**src/rtl/core_pkg.sv**
```systemverilog
// Shared core definitions: instruction width, bubble encoding and redirect causes.
package core_pkg;

  localparam int unsigned INSTR_WIDTH = 32;
  localparam logic [INSTR_WIDTH-1:0] NOP_INSTR = 32'h0000_0013;

  // Reserved for tagging redirects once decode reports their origin.
  typedef enum logic [1:0] {
    RedirBranch = 2'd0,
    RedirJal    = 2'd1,
    RedirJalr   = 2'd2,
    RedirRsvd   = 2'd3
  } redirect_cause_e;

endpackage

```
**src/rtl/fetch_unit_if.sv**
```systemverilog
// Fetch front-end bus: instruction-memory request/response, redirect and decode handshake.
interface fetch_unit_if
  import core_pkg::*;
#(
    parameter int unsigned PC_WIDTH = 15
) ();

    logic                   mem_en;
    logic [PC_WIDTH-1:0]    mem_addr;
    logic [INSTR_WIDTH-1:0] mem_data;
    logic                   redirect_valid;
    logic [PC_WIDTH-1:0]    redirect_pc;
    logic                   out_valid;
    logic                   out_ready;
    logic [INSTR_WIDTH-1:0] out_instr;
    logic [PC_WIDTH-1:0]    out_pc;

    modport master (
        output mem_en, mem_addr, out_valid, out_instr, out_pc,
        input  mem_data, redirect_valid, redirect_pc, out_ready
    );

    modport slave (
        input  mem_en, mem_addr, out_valid, out_instr, out_pc,
        output mem_data, redirect_valid, redirect_pc, out_ready
    );

endinterface

```
**src/rtl/fetch_queue.sv**
```systemverilog
// Synchronous prefetch FIFO with push/pop/flush; flush wins over push.
module fetch_queue #(
    parameter int unsigned Width = 32,
    parameter int unsigned Depth = 4
) (
    input  logic                   clk,
    input  logic                   rst,
    input  logic                   flush_i,
    input  logic                   push_i,
    input  logic [Width-1:0]       push_data_i,
    input  logic                   pop_i,
    output logic [Width-1:0]       head_o,
    output logic [$clog2(Depth):0] count_o
);

    localparam int unsigned AddrW = $clog2(Depth);

    if (Depth < 2 || (Depth & (Depth - 1)) != 0) begin : g_bad_depth
        $error("fetch_queue: Depth must be a power of two >= 2");
    end

    logic [Width-1:0] mem_q [Depth];
    logic [AddrW-1:0] wr_ptr_q, rd_ptr_q;
    logic [AddrW:0]   count_q;
    logic             do_push, do_pop;

    always_comb begin
        do_pop  = pop_i && (count_q != '0);
        do_push = push_i && ((count_q != (AddrW + 1)'(Depth)) || do_pop);
    end

    // Pointers wrap naturally because Depth is a power of two.
    always_ff @(posedge clk) begin
        if (rst) begin
            wr_ptr_q <= '0;
            rd_ptr_q <= '0;
            count_q  <= '0;
            for (int i = 0; i < int'(Depth); i++) begin
                mem_q[i] <= '0;
            end
        end else if (flush_i) begin
            wr_ptr_q <= '0;
            rd_ptr_q <= '0;
            count_q  <= '0;
        end else begin
            if (do_push) begin
                mem_q[wr_ptr_q] <= push_data_i;
                wr_ptr_q        <= wr_ptr_q + 1'b1;
            end
            if (do_pop) begin
                rd_ptr_q <= rd_ptr_q + 1'b1;
            end
            count_q <= count_q + {{AddrW{1'b0}}, do_push} - {{AddrW{1'b0}}, do_pop};
        end
    end

    assign head_o  = mem_q[rd_ptr_q];
    assign count_o = count_q;

endmodule

```
**src/rtl/fetch_unit.sv**
```systemverilog
// Credit-based pipelined instruction fetcher with prefetch queue and single-cycle redirect.
module fetch_unit
  import core_pkg::*;
#(
    parameter int unsigned         PC_WIDTH    = 15,
    parameter int unsigned         MEM_LATENCY = 2,
    parameter int unsigned         QUEUE_DEPTH = 4,
    parameter logic [PC_WIDTH-1:0] RESET_PC    = '0
) (
    input logic          clk,
    input logic          rst,
    fetch_unit_if.master bus
);

    localparam int unsigned CntW = $clog2(QUEUE_DEPTH) + 1;
    localparam int unsigned SumW = $clog2(QUEUE_DEPTH + MEM_LATENCY + 1) + 1;

    if (MEM_LATENCY < 1) begin : g_bad_latency
        $error("fetch_unit: MEM_LATENCY must be >= 1");
    end
    if (QUEUE_DEPTH < 2 || (QUEUE_DEPTH & (QUEUE_DEPTH - 1)) != 0) begin : g_bad_depth
        $error("fetch_unit: QUEUE_DEPTH must be a power of two >= 2");
    end

    typedef struct packed {
        logic                valid;
        logic                epoch;
        logic [PC_WIDTH-1:0] pc;
    } inflight_t;

    inflight_t           sr_q [MEM_LATENCY];
    inflight_t           sr_d [MEM_LATENCY];
    inflight_t           tail;
    logic [PC_WIDTH-1:0] fetch_pc_q, issue_pc;
    logic                epoch_q, epoch_d;
    logic                redirect, issue, credit_ok, push, pop, out_valid;
    logic [SumW-1:0]     inflight_cnt;
    logic [CntW-1:0]     q_count;
    logic [INSTR_WIDTH+PC_WIDTH-1:0] q_head;

    always_comb begin
        redirect     = !rst && bus.redirect_valid;
        inflight_cnt = '0;
        for (int i = 0; i < int'(MEM_LATENCY); i++) begin
            if (sr_q[i].valid && (sr_q[i].epoch == epoch_q)) begin
                inflight_cnt = inflight_cnt + SumW'(1);
            end
        end
        // Credits use this cycle's counts; a same-cycle pop frees nothing yet.
        credit_ok = (inflight_cnt + SumW'(q_count)) < SumW'(QUEUE_DEPTH);
        issue     = !rst && (bus.redirect_valid || credit_ok);
        issue_pc  = redirect ? bus.redirect_pc : fetch_pc_q;
        epoch_d   = epoch_q ^ redirect;

        tail      = sr_q[MEM_LATENCY-1];
        push      = !redirect && tail.valid && (tail.epoch == epoch_q);
        out_valid = !rst && !bus.redirect_valid && (q_count != '0);
        pop       = out_valid && bus.out_ready;

        sr_d[0] = '{valid: issue, epoch: epoch_d, pc: issue_pc};
        for (int i = 1; i < int'(MEM_LATENCY); i++) begin
            sr_d[i]       = sr_q[i-1];
            // Clearing valid on redirect keeps stale reads out even if the epoch bit aliases.
            sr_d[i].valid = sr_q[i-1].valid && !redirect;
        end
    end

    always_ff @(posedge clk) begin
        if (rst) begin
            fetch_pc_q <= RESET_PC;
            epoch_q    <= 1'b0;
            for (int i = 0; i < int'(MEM_LATENCY); i++) begin
                sr_q[i] <= '0;
            end
        end else begin
            epoch_q <= epoch_d;
            if (issue) begin
                fetch_pc_q <= issue_pc + 1'b1;
            end
            for (int i = 0; i < int'(MEM_LATENCY); i++) begin
                sr_q[i] <= sr_d[i];
            end
        end
    end

    fetch_queue #(
        .Width (INSTR_WIDTH + PC_WIDTH),
        .Depth (QUEUE_DEPTH)
    ) u_queue (
        .clk         (clk),
        .rst         (rst),
        .flush_i     (redirect),
        .push_i      (push),
        .push_data_i ({bus.mem_data, tail.pc}),
        .pop_i       (pop),
        .head_o      (q_head),
        .count_o     (q_count)
    );

    assign bus.mem_en                   = issue;
    assign bus.mem_addr                 = issue_pc;
    assign bus.out_valid                = out_valid;
    assign {bus.out_instr, bus.out_pc}  = q_head;

endmodule
```
**src/flat_wrapper.sv**
```systemverilog
// flat-port wrapper written by rule: the top's interface ports become plain ports
module fetch_unit_flat import core_pkg::*;
#(
    parameter int unsigned         PC_WIDTH    = 15,
    parameter int unsigned         MEM_LATENCY = 2,
    parameter int unsigned         QUEUE_DEPTH = 4,
    parameter logic [PC_WIDTH-1:0] RESET_PC    = '0
)
  (clk, rst, bus_mem_en, bus_mem_addr, bus_out_valid, bus_out_instr, bus_out_pc, bus_mem_data, bus_redirect_valid, bus_redirect_pc, bus_out_ready);
  fetch_unit_if #(.PC_WIDTH(PC_WIDTH)) bus_i ();
  input logic clk;
  input logic rst;
  output wire logic [$bits(bus_i.mem_en)-1:0] bus_mem_en;
  output wire logic [$bits(bus_i.mem_addr)-1:0] bus_mem_addr;
  output wire logic [$bits(bus_i.out_valid)-1:0] bus_out_valid;
  output wire logic [$bits(bus_i.out_instr)-1:0] bus_out_instr;
  output wire logic [$bits(bus_i.out_pc)-1:0] bus_out_pc;
  input wire logic [$bits(bus_i.mem_data)-1:0] bus_mem_data;
  input wire logic [$bits(bus_i.redirect_valid)-1:0] bus_redirect_valid;
  input wire logic [$bits(bus_i.redirect_pc)-1:0] bus_redirect_pc;
  input wire logic [$bits(bus_i.out_ready)-1:0] bus_out_ready;
  assign bus_mem_en = bus_i.mem_en;
  assign bus_mem_addr = bus_i.mem_addr;
  assign bus_out_valid = bus_i.out_valid;
  assign bus_out_instr = bus_i.out_instr;
  assign bus_out_pc = bus_i.out_pc;
  assign bus_i.mem_data = bus_mem_data;
  assign bus_i.redirect_valid = bus_redirect_valid;
  assign bus_i.redirect_pc = bus_redirect_pc;
  assign bus_i.out_ready = bus_out_ready;
  fetch_unit #(.PC_WIDTH(PC_WIDTH), .MEM_LATENCY(MEM_LATENCY), .QUEUE_DEPTH(QUEUE_DEPTH), .RESET_PC(RESET_PC)) u_core (.clk(clk), .rst(rst), .bus(bus_i));
endmodule
```
**config.mk**
```make
export PLATFORM = sky130hd
export DESIGN_NAME = fetch_unit_flat
export DESIGN_NICKNAME = d
export VERILOG_FILES = /design/src/rtl/core_pkg.sv /design/src/rtl/fetch_unit_if.sv /design/src/rtl/fetch_queue.sv /design/src/rtl/fetch_unit.sv /design/src/flat_wrapper.sv
export SDC_FILE = /design/constraint.sdc
export NUM_CORES = 1
export LEC_CHECK = 0
export CORE_ASPECT_RATIO = 0.8
export CORE_MARGIN = 8
export CORE_UTILIZATION = 47
export CTS_CLUSTER_SIZE = 30
export DETAILED_ROUTE_END_ITERATION = 8
export PLACE_DENSITY_LB_ADDON = 0.3
export SLEW_MARGIN = 40
export SYNTH_ARGS = -nofsm -noshare
export SYNTH_HDL_FRONTEND = slang
export SYNTH_SLANG_ARGS = --single-unit
```
**constraint.sdc**
```tcl
create_clock -name clk -period 8.25 [get_ports clk]
set_clock_uncertainty 0.05 [all_clocks]
set_input_delay 2.0625 -clock clk [delete_from_list [all_inputs] [get_ports clk]]
set_output_delay 2.0625 -clock clk [all_outputs]
set_load 0.05 [all_outputs]
```
# Word-level counts from Yosys, hierarchy flattened
# Memory sizes are Yosys's and may differ from the RTL's. A register that Yosys moved wholly into a read port is not among the register bits.
# Cells that the tools add are included.
# classes
add_sub_neg	7
magnitude_cmp	1
n_eq_ne	3
mux	17
n_bitwise	3
reduce_logical	20
# ops
op	n
47-bit two-way mux	1
47-bit OR reduction	1
17-bit two-way mux	2
15-bit by 1-bit adder with 15-bit output (second input constant)	1
15-bit two-way mux	1
1-bit logical AND	12
1-bit two-way mux	9
2-bit two-way mux	3
2-bit by 1-bit adder with 2-bit output (second input constant)	2
4-bit by 3-bit adder with 4-bit output	1
4-bit by 3-bit less-than comparator with 1-bit output (second input constant)	1
4-bit two-way mux	1
3-bit by 1-bit adder with 3-bit output	1
1-bit logical NOT	3
3-bit inequality test (second input constant)	1
3-bit nonzero test	1
3-bit by 1-bit subtractor with 3-bit output	1
1-bit by 1-bit adder with 2-bit output (second input constant)	1
1-bit == test	2
1-bit logical OR	2
1-bit OR	2
2-bit OR reduction	1
1-bit bitwise XOR	1
# word_totals
ff_bits	23
mem_bits_rw	222
in_bits	51
output_inout_bits	64
word_cells	58
mem_count	2
# mem_list
name	depth	width	read_ports	rd_ports_with_merged_regs	wr	line	rtl
u_core.u_queue.mem_q	4	47	1	1	4	fetch_queue.sv:22	logic [Width-1:0] mem_q [Depth];
u_core.sr_q	2	17	2	0	2	fetch_unit.sv:31	inflight_t sr_q [MEM_LATENCY];

# Logic depth before layout (Yosys ltp)
# Gate-level depths: netlist of run 1.
# depth
depth_word	13
depth_mapped	12

# Modules after synthesis
# A second synthesis of run 1 with hierarchy kept.
# hier_totals
cells_unflattened	792
hier_area_um2	11139.4
# by_module_without_submodules
mod	instances	cells_per_inst	area_each_um2	seq_area_each_um2
fetch_queue	1	508	8628.3	5825.6
fetch_unit	1	284	2511.2	980.9

# Worst setup path before layout of run 1
# Ideal clock, no wire load.
# synth_timing
path_type	input to register
from	input port bus_redirect_valid
to	memory u_core.u_queue.mem_q[3][0] (netlist bit) (enable)
arrival_ps	6024
setup_slack_ps	1659
path_stages	5
path_cell_list	buf_4 -> nor3b_1 -> o211a_1 -> nand2_1 -> o21ai_0
# synth_rtl
item	line	rtl
start: declaration	flat_wrapper.sv:19	input wire logic [$bits(bus_i.redirect_valid)-1:0] bus_redirect_valid;
end: declaration	fetch_queue.sv:22	

# Worst setup path in the final report of run 1
# layout_timing
from	input port rst
to	output port bus_mem_en
# layout_via
elab_chain_cells	2
# layout_lines
item	line	rtl
start: declaration	flat_wrapper.sv:12	input logic rst;
1-bit logical NOT	fetch_unit.sv:51	issue = !rst && (bus.redirect_valid || credit_ok);
1-bit logical AND	fetch_unit.sv:51	
end: declaration	flat_wrapper.sv:13	output wire logic [$bits(bus_i.mem_en)-1:0] bus_mem_en;
# Every way passes these cells.

==> impl_metrics.tcl, run 1 <==
set metrics [dict create \
    crit_arrival_ns 4.58 \
    async_flop_share 0 \
    num_antenna_cells 0 \
    tns_ns 0 \
    synth_edf_count 188 \
    layout_common_cells "196 x and2_1, 188 x edfxtp_1, 114 x clkdlybuf4s50_1, 56 x dfxtp_1, 47 x mux4_2" \
    fp.dieArea_sq_um 27800 \
    drt-initial-drc-count 375 \
    dr.pass1.iters 5 \
    drv_slew 0 \
    clkLatencyLatePin_ns 0.50 \
    clock_path_buffers 3 \
    rsz0062_at_grt "no" \
    synthFlopType "edfxtp_1" \
    vias 6041 \
    initial_core_util 0.477 \
    yosysTopAreaCell "edfxtp_1" \
    core_area_sq_um 22400 \
    drive_gt1_frac 0.138 \
    h-tree-depth 1 \
    dp_cells 1136 \
    syn_to_final_growth_pct 21.2 \
    chipWidth_um 185 \
    critPathKind "input port to output pin" \
    ctsHoldBuffers 0 \
    cts-root-buf "clkbuf_16" \
    syn_area_per_cell_sq_um 14.2 \
    syn_area_sq_um 10700 \
    timing.fmax_mhz 149 \
    drc 0 \
    endpoint_kind "output pin" \
    gp_congestion 0.826 \
    clkTransAtPathRegs_ns 0.06 \
    multi_input_area_sq_um 3540 \
    leakage_nw 4.78 \
    power_mw 2.75 \
    worst-path-max-fanout 18 \
    grt_max_degree 48 \
    ir_drop_uv 131 \
    grt_pass1_wl_um 34700 \
    required_ns 6.14 \
    num_io_pins 115 \
    power.switching_mw 0.620 \
    slew_headroom 0.546 \
    core.rowCount 49 \
    post_drt_wl_per_cell_um 18.6 \
    final_cells 1180 \
    final_common_cell "and2_1" \
    cts-resized-gates 0 \
    power.density_nw_per_um2 213 \
    combPwrFrac 0.094 \
    route.antenna.remaining_nets 0 \
    setup_viol 0 \
    grt_use_total 0.158 \
    ys_ff_latch 246 \
    ff_latch_area_sq_um 6810 \
    via_per_inst 5.12 \
    holdWs_ns 0.385 \
    antenna_found_initial 0 \
    fin_crit_sh 0.811 \
    power_frac_clock 0.397 \
    nFillCells 1761 \
    synthDistinctLibCells 53 \
    syn-instance-count 752 \
    ys_warn_count 0 \
    finalCriticalPeriod_ns 6.69 \
    intPower_mw 2.13 \
    swShare 0.225 \
    cts_setup_buffers 0 \
    io_buffers 114 \
    worst_pin_slew_ns 0.681 \
    p_seq_frac 0.510 \
    drt-total-wl_um 21900 \
    syn_nets 809 \
    yosysSeqAreaShare 0.637 \
    numCtsBuffers 25 \
    fin_util 0.578 \
    tritoncts "yes" \
    start_kind "input port" \
    synth_top_area_share 0.529 \
    maxCapViolations 0 \
    clock_sinks 246 \
    die_h_um 151 \
    hp-class "flop to flop" \
    hold_viol 0 \
    status "completed" \
    grt_pass1_vias 6229 \
    ys_top_cells_by_area "edfxtp_1 53%, and2_1 11%, dfxtp_1 11%, mux4_2 9.9%, mux2i_1 1.2%" \
    dp_hpwl_um 13900 \
    overflow 0 \
    final_nets 914 \
]
-- layout make-up --
type | instances | share of cell area
inverter | 18 | 0.00522
sequential | 246 | 0.526
clock buffer | 36 | 0.0541
multi-input combinational | 432 | 0.274
clock inverter | 8 | 0.00696
timing repair buffer | 134 | 0.104
tap | 306 | 0.0296
-- state kept, by name, indices dropped and copies added, names as in the netlist, named ones only --
signal,cells
u_core.fetch_pc_q,15
u_core.u_queue.rd_ptr_q,2
u_core.u_queue.mem_q,188
u_core.u_queue.count_o,3
u_core.sr_q,34
u_core.u_queue.wr_ptr_q,2
-- power by group through the flow --
stage,clock (mW),sequential (mW),combinational [mW]
after floorplan,0,1.42,0.168
after global placement,0,1.43,0.257
after detailed placement,0,1.43,0.259
after CTS,1.11,1.40,0.261
after global routing,1.16,1.41,0.275
final,1.09,1.40,0.258
-- critical path, stage by stage --
cell,delay [ns]
clkdlybuf4s50_1,0.65
buf_4,0.32
nor4_1,0.28
buf_4,0.18
nor2_2,0.05
inv_2,0.18
clkdlybuf4s50_1,0.85
-- cell usage after synthesis (all sizes together) (4+ instances only) --
cell    number
and2       196
nor2        25
nor4         4
a21oi        5
xnor2       11
inv         18
nor2b       17
edfxtp     188
buf         23
mux4        47
o21ai        8
clkbuf      33
ha           5
or2          4
nand2       31
nand3       11
and3         8
mux2i       13
dfxtp       58
-- final timing paths --
check / from / endpoint / slack, ns / cells past startpoint
setup / recovery: rst / bus_mem_en / 1.56 / 7
hold / removal: u_core.sr_q[0][3] / u_core.sr_q[0][20] / 0.38 / 1
setup reg to reg: u_core.sr_q[0][15] / u_core.u_queue.mem_q[1][23] / 5.36 / 5
hold reg to reg: u_core.sr_q[0][3] / u_core.sr_q[0][20] / 0.38 / 1
-- through the flow --
stage / instance area [sq um] / worst slack, ns
4_1_cts: 12900 / 1.56
5_1_grt: 12900 / 1.41
6_report: 12900 / 1.56
2_1_floorplan: 10700 / 1.66
3_3_place_gp: 12100 / 1.57
3_5_place_dp: 12100 / 1.59
-- logic make-up after synthesis --
kind of cell | synth area share
AOI/OAI and AO/OA | 0.0225
DFF | 0.637
xor gates and xnor gates | 0.0115
muxes | 0.114
buffers and inverters | 0.0329
adders and majority gates | 0.00773
and+or+nand+nor | 0.173
-- per-layer routing --
metal  vias up  GRT usage  routed length [um]
li1       2897          -                   -
met1      2953      0.209                9850
met2       169      0.268               10400
met3        22     0.0314                1250
met4         0     0.0350                 379
met5         -          0                   0
Power figures use the tool's default switching activity.
==> run 2, diff against run 1 <==
clock period = 6.95 ns   (was 8.25 ns; I/O delays follow)
==> run 2 against run 1 <==
Final area rose by 0.63%. Worst hold slack got worse by 0.0020 ns. Largest power group unchanged. Critical endpoint is now bus_mem_addr[0]. Critical path depth fell by 1.
==> impl_metrics.tcl, run 2 (synthesis gave the netlist of run 1 again) <==
set metrics [dict create \
    startpoint "bus_redirect_valid" \
    clock_path_buffers 3 \
    status "completed" \
    cts-root-buf "clkbuf_16" \
    route.antenna.remaining_nets 0 \
    ctsHoldBuffers 0 \
    hp-class "flop to flop" \
    worst_pin_slew_ns 0.804 \
    required_ns 5.16 \
    combPwrFrac 0.097 \
    vias 6137 \
    grt_max_degree 48 \
    swShare 0.228 \
    tritoncts "yes" \
    ir_drop_uv 144 \
    power.density_nw_per_um2 254 \
    critPathMaxStageDelay_ns 0.81 \
    initial_core_util 0.477 \
    dp_hpwl_um 13800 \
    start_kind "input port" \
    crit_buf_inv 4 \
    fin_crit_sh 0.871 \
    worst-path-max-fanout 15 \
    crit_path_end "bus_mem_addr[0]" \
    numCtsBuffers 25 \
    path_cells "clkdlybuf4s50_1, nor2b_2, buf_4, mux2i_1, inv_1, buf_12" \
    finalCriticalPeriod_ns 6.05 \
    cpLargestDelayFamily "buffers and inverters" \
    final_cells 1178 \
    final_nets 911 \
    gp_congestion 0.887 \
    chipWidth_um 185 \
    setup_ws_ns 0.895 \
    clkLatencyLatePin_ns 0.50 \
    drc 0 \
    power.switching_mw 0.753 \
    setup_viol 0 \
    io_buffers 114 \
    detailedPlace.worstSlack_ns 0.913 \
    core_area_sq_um 22400 \
    r2r_start "u_core.sr_q[0][15]" \
    grt_use_total 0.162 \
    endpoint_kind "output pin" \
    min_from "u_core.sr_q[0][12]" \
    slowest_stage "clkdlybuf4s50_1" \
    slew_headroom 0.462 \
    drt-initial-drc-count 422 \
    clkTransAtPathRegs_ns 0.06 \
    h-tree-depth 1 \
    cp_num_cells 6 \
    drv_slew 0 \
    overflow 0 \
    final_area_sq_um 13000 \
    drt-total-wl_um 22200 \
    power_frac_clock 0.399 \
    clock_sinks 246 \
    leakage_nw 4.83 \
    final_common_cell "and2_1" \
    fp.dieArea_sq_um 27800 \
    tns_ns 0 \
    reg_top3 "u_core.u_queue.mem_q (188), u_core.sr_q (34), u_core.fetch_pc_q (15)" \
    dp_cells 1133 \
    drive_gt1_frac 0.159 \
    critPathKind "input port to output pin" \
    fin_util 0.582 \
    intPower_mw 2.55 \
    rsz0062_at_grt "no" \
    cts_setup_buffers 0 \
    core.rowCount 49 \
    via_per_inst 5.21 \
    syn_to_final_growth_pct 22.0 \
    reg2reg_setup_slack_ns 3.80 \
    post_dp_cell_area_sq_um 12200 \
    antenna_found_initial 0 \
    num_io_pins 115 \
    largest_reg_flops 188 \
    regMostFlops "u_core.u_queue.mem_q" \
    crit_arrival_ns 4.27 \
    post_drt_wl_per_cell_um 18.9 \
    hold_viol 0 \
    die_h_um 151 \
    grt_pass1_wl_um 35500 \
    maxCapViolations 0 \
    dr.pass1.iters 5 \
    layout_common_cells "196 x and2_1, 188 x edfxtp_1, 99 x clkdlybuf4s50_1, 56 x dfxtp_1, 47 x mux4_2" \
    timing.fmax_mhz 165 \
    num_antenna_cells 0 \
    grt_pass1_vias 6426 \
    p_seq_frac 0.504 \
    cts-resized-gates 0 \
    r2r-end "u_core.u_queue.mem_q[0][35]" \
    worstRegToRegCells 6 \
]
[run 2: cell count changes in the layout (fill, tap and decap cells not counted), sizes merged]
| cell | delta |
|---|---|
| clkdlybuf4s50 | -15 |
| buf | +12 |
| clkbuf | -3 |
| clkinv | +2 |
| clkinvlp | +2 |
[run 2: stage by stage]
| stage | power, mW | hold slack (ns) |
|---|---|---|
| 2_1_floorplan | 1.89 | 0.364 |
| 3_3_place_gp | 2.01 | 0.369 |
| 3_5_place_dp | 2.02 | 0.375 |
| 4_1_cts | 3.33 | 0.389 |
| 5_1_grt | 3.41 | 0.399 |
| 6_report | 3.30 | 0.383 |
[run 2: worst min path at each step]
stage | to | slack [ns] | cells past startpoint
2_1_floorplan | u_core.sr_q[0][17] | 0.36 | 1
3_3_place_gp | u_core.sr_q[0][18] | 0.37 | 1
3_5_place_dp | u_core.sr_q[0][29] | 0.38 | 1
4_1_cts | u_core.sr_q[0][29] | 0.39 | 1
5_1_grt | u_core.sr_q[0][26] | 0.40 | 1
6_report | u_core.sr_q[0][29] | 0.38 | 1
[run 2: cell type report]
type                       count  area, sq um
inverter                      18         67.6
tap                          306          383
clock inverter                12          115
clock buffer                  33          697
multi-input combinational    432         3540
sequential                   246         6810
fill                        1755         9360
timing repair buffer         131         1410
[run 2: per-layer routing]
layer  part of all wire  wire [um]  global-route usage  vias to the layer above
met1               0.44       9880               0.216                     3043
met2               0.48      10700               0.272                      187
met3              0.060       1330              0.0340                       27
li1                   -          -                   -                     2880
met5                  0          0                   0                        -
met4              0.015        341              0.0318                        0
[run 2: power groups by stage]
stage | registers, mW | clock network (mW) | logic (mW)
4_1_cts | 1.67 | 1.35 | 0.324
2_1_floorplan | 1.69 | 0 | 0.199
6_report | 1.67 | 1.32 | 0.320
5_1_grt | 1.67 | 1.40 | 0.342
3_3_place_gp | 1.69 | 0 | 0.320
3_5_place_dp | 1.70 | 0 | 0.323
==> run 3, diff against run 2 <==
SKIP_CTS_REPAIR_TIMING = 1   (was unset)
==> results of run 3 <==
The final DEF is identical to that of run 2; final timing and power are the same.
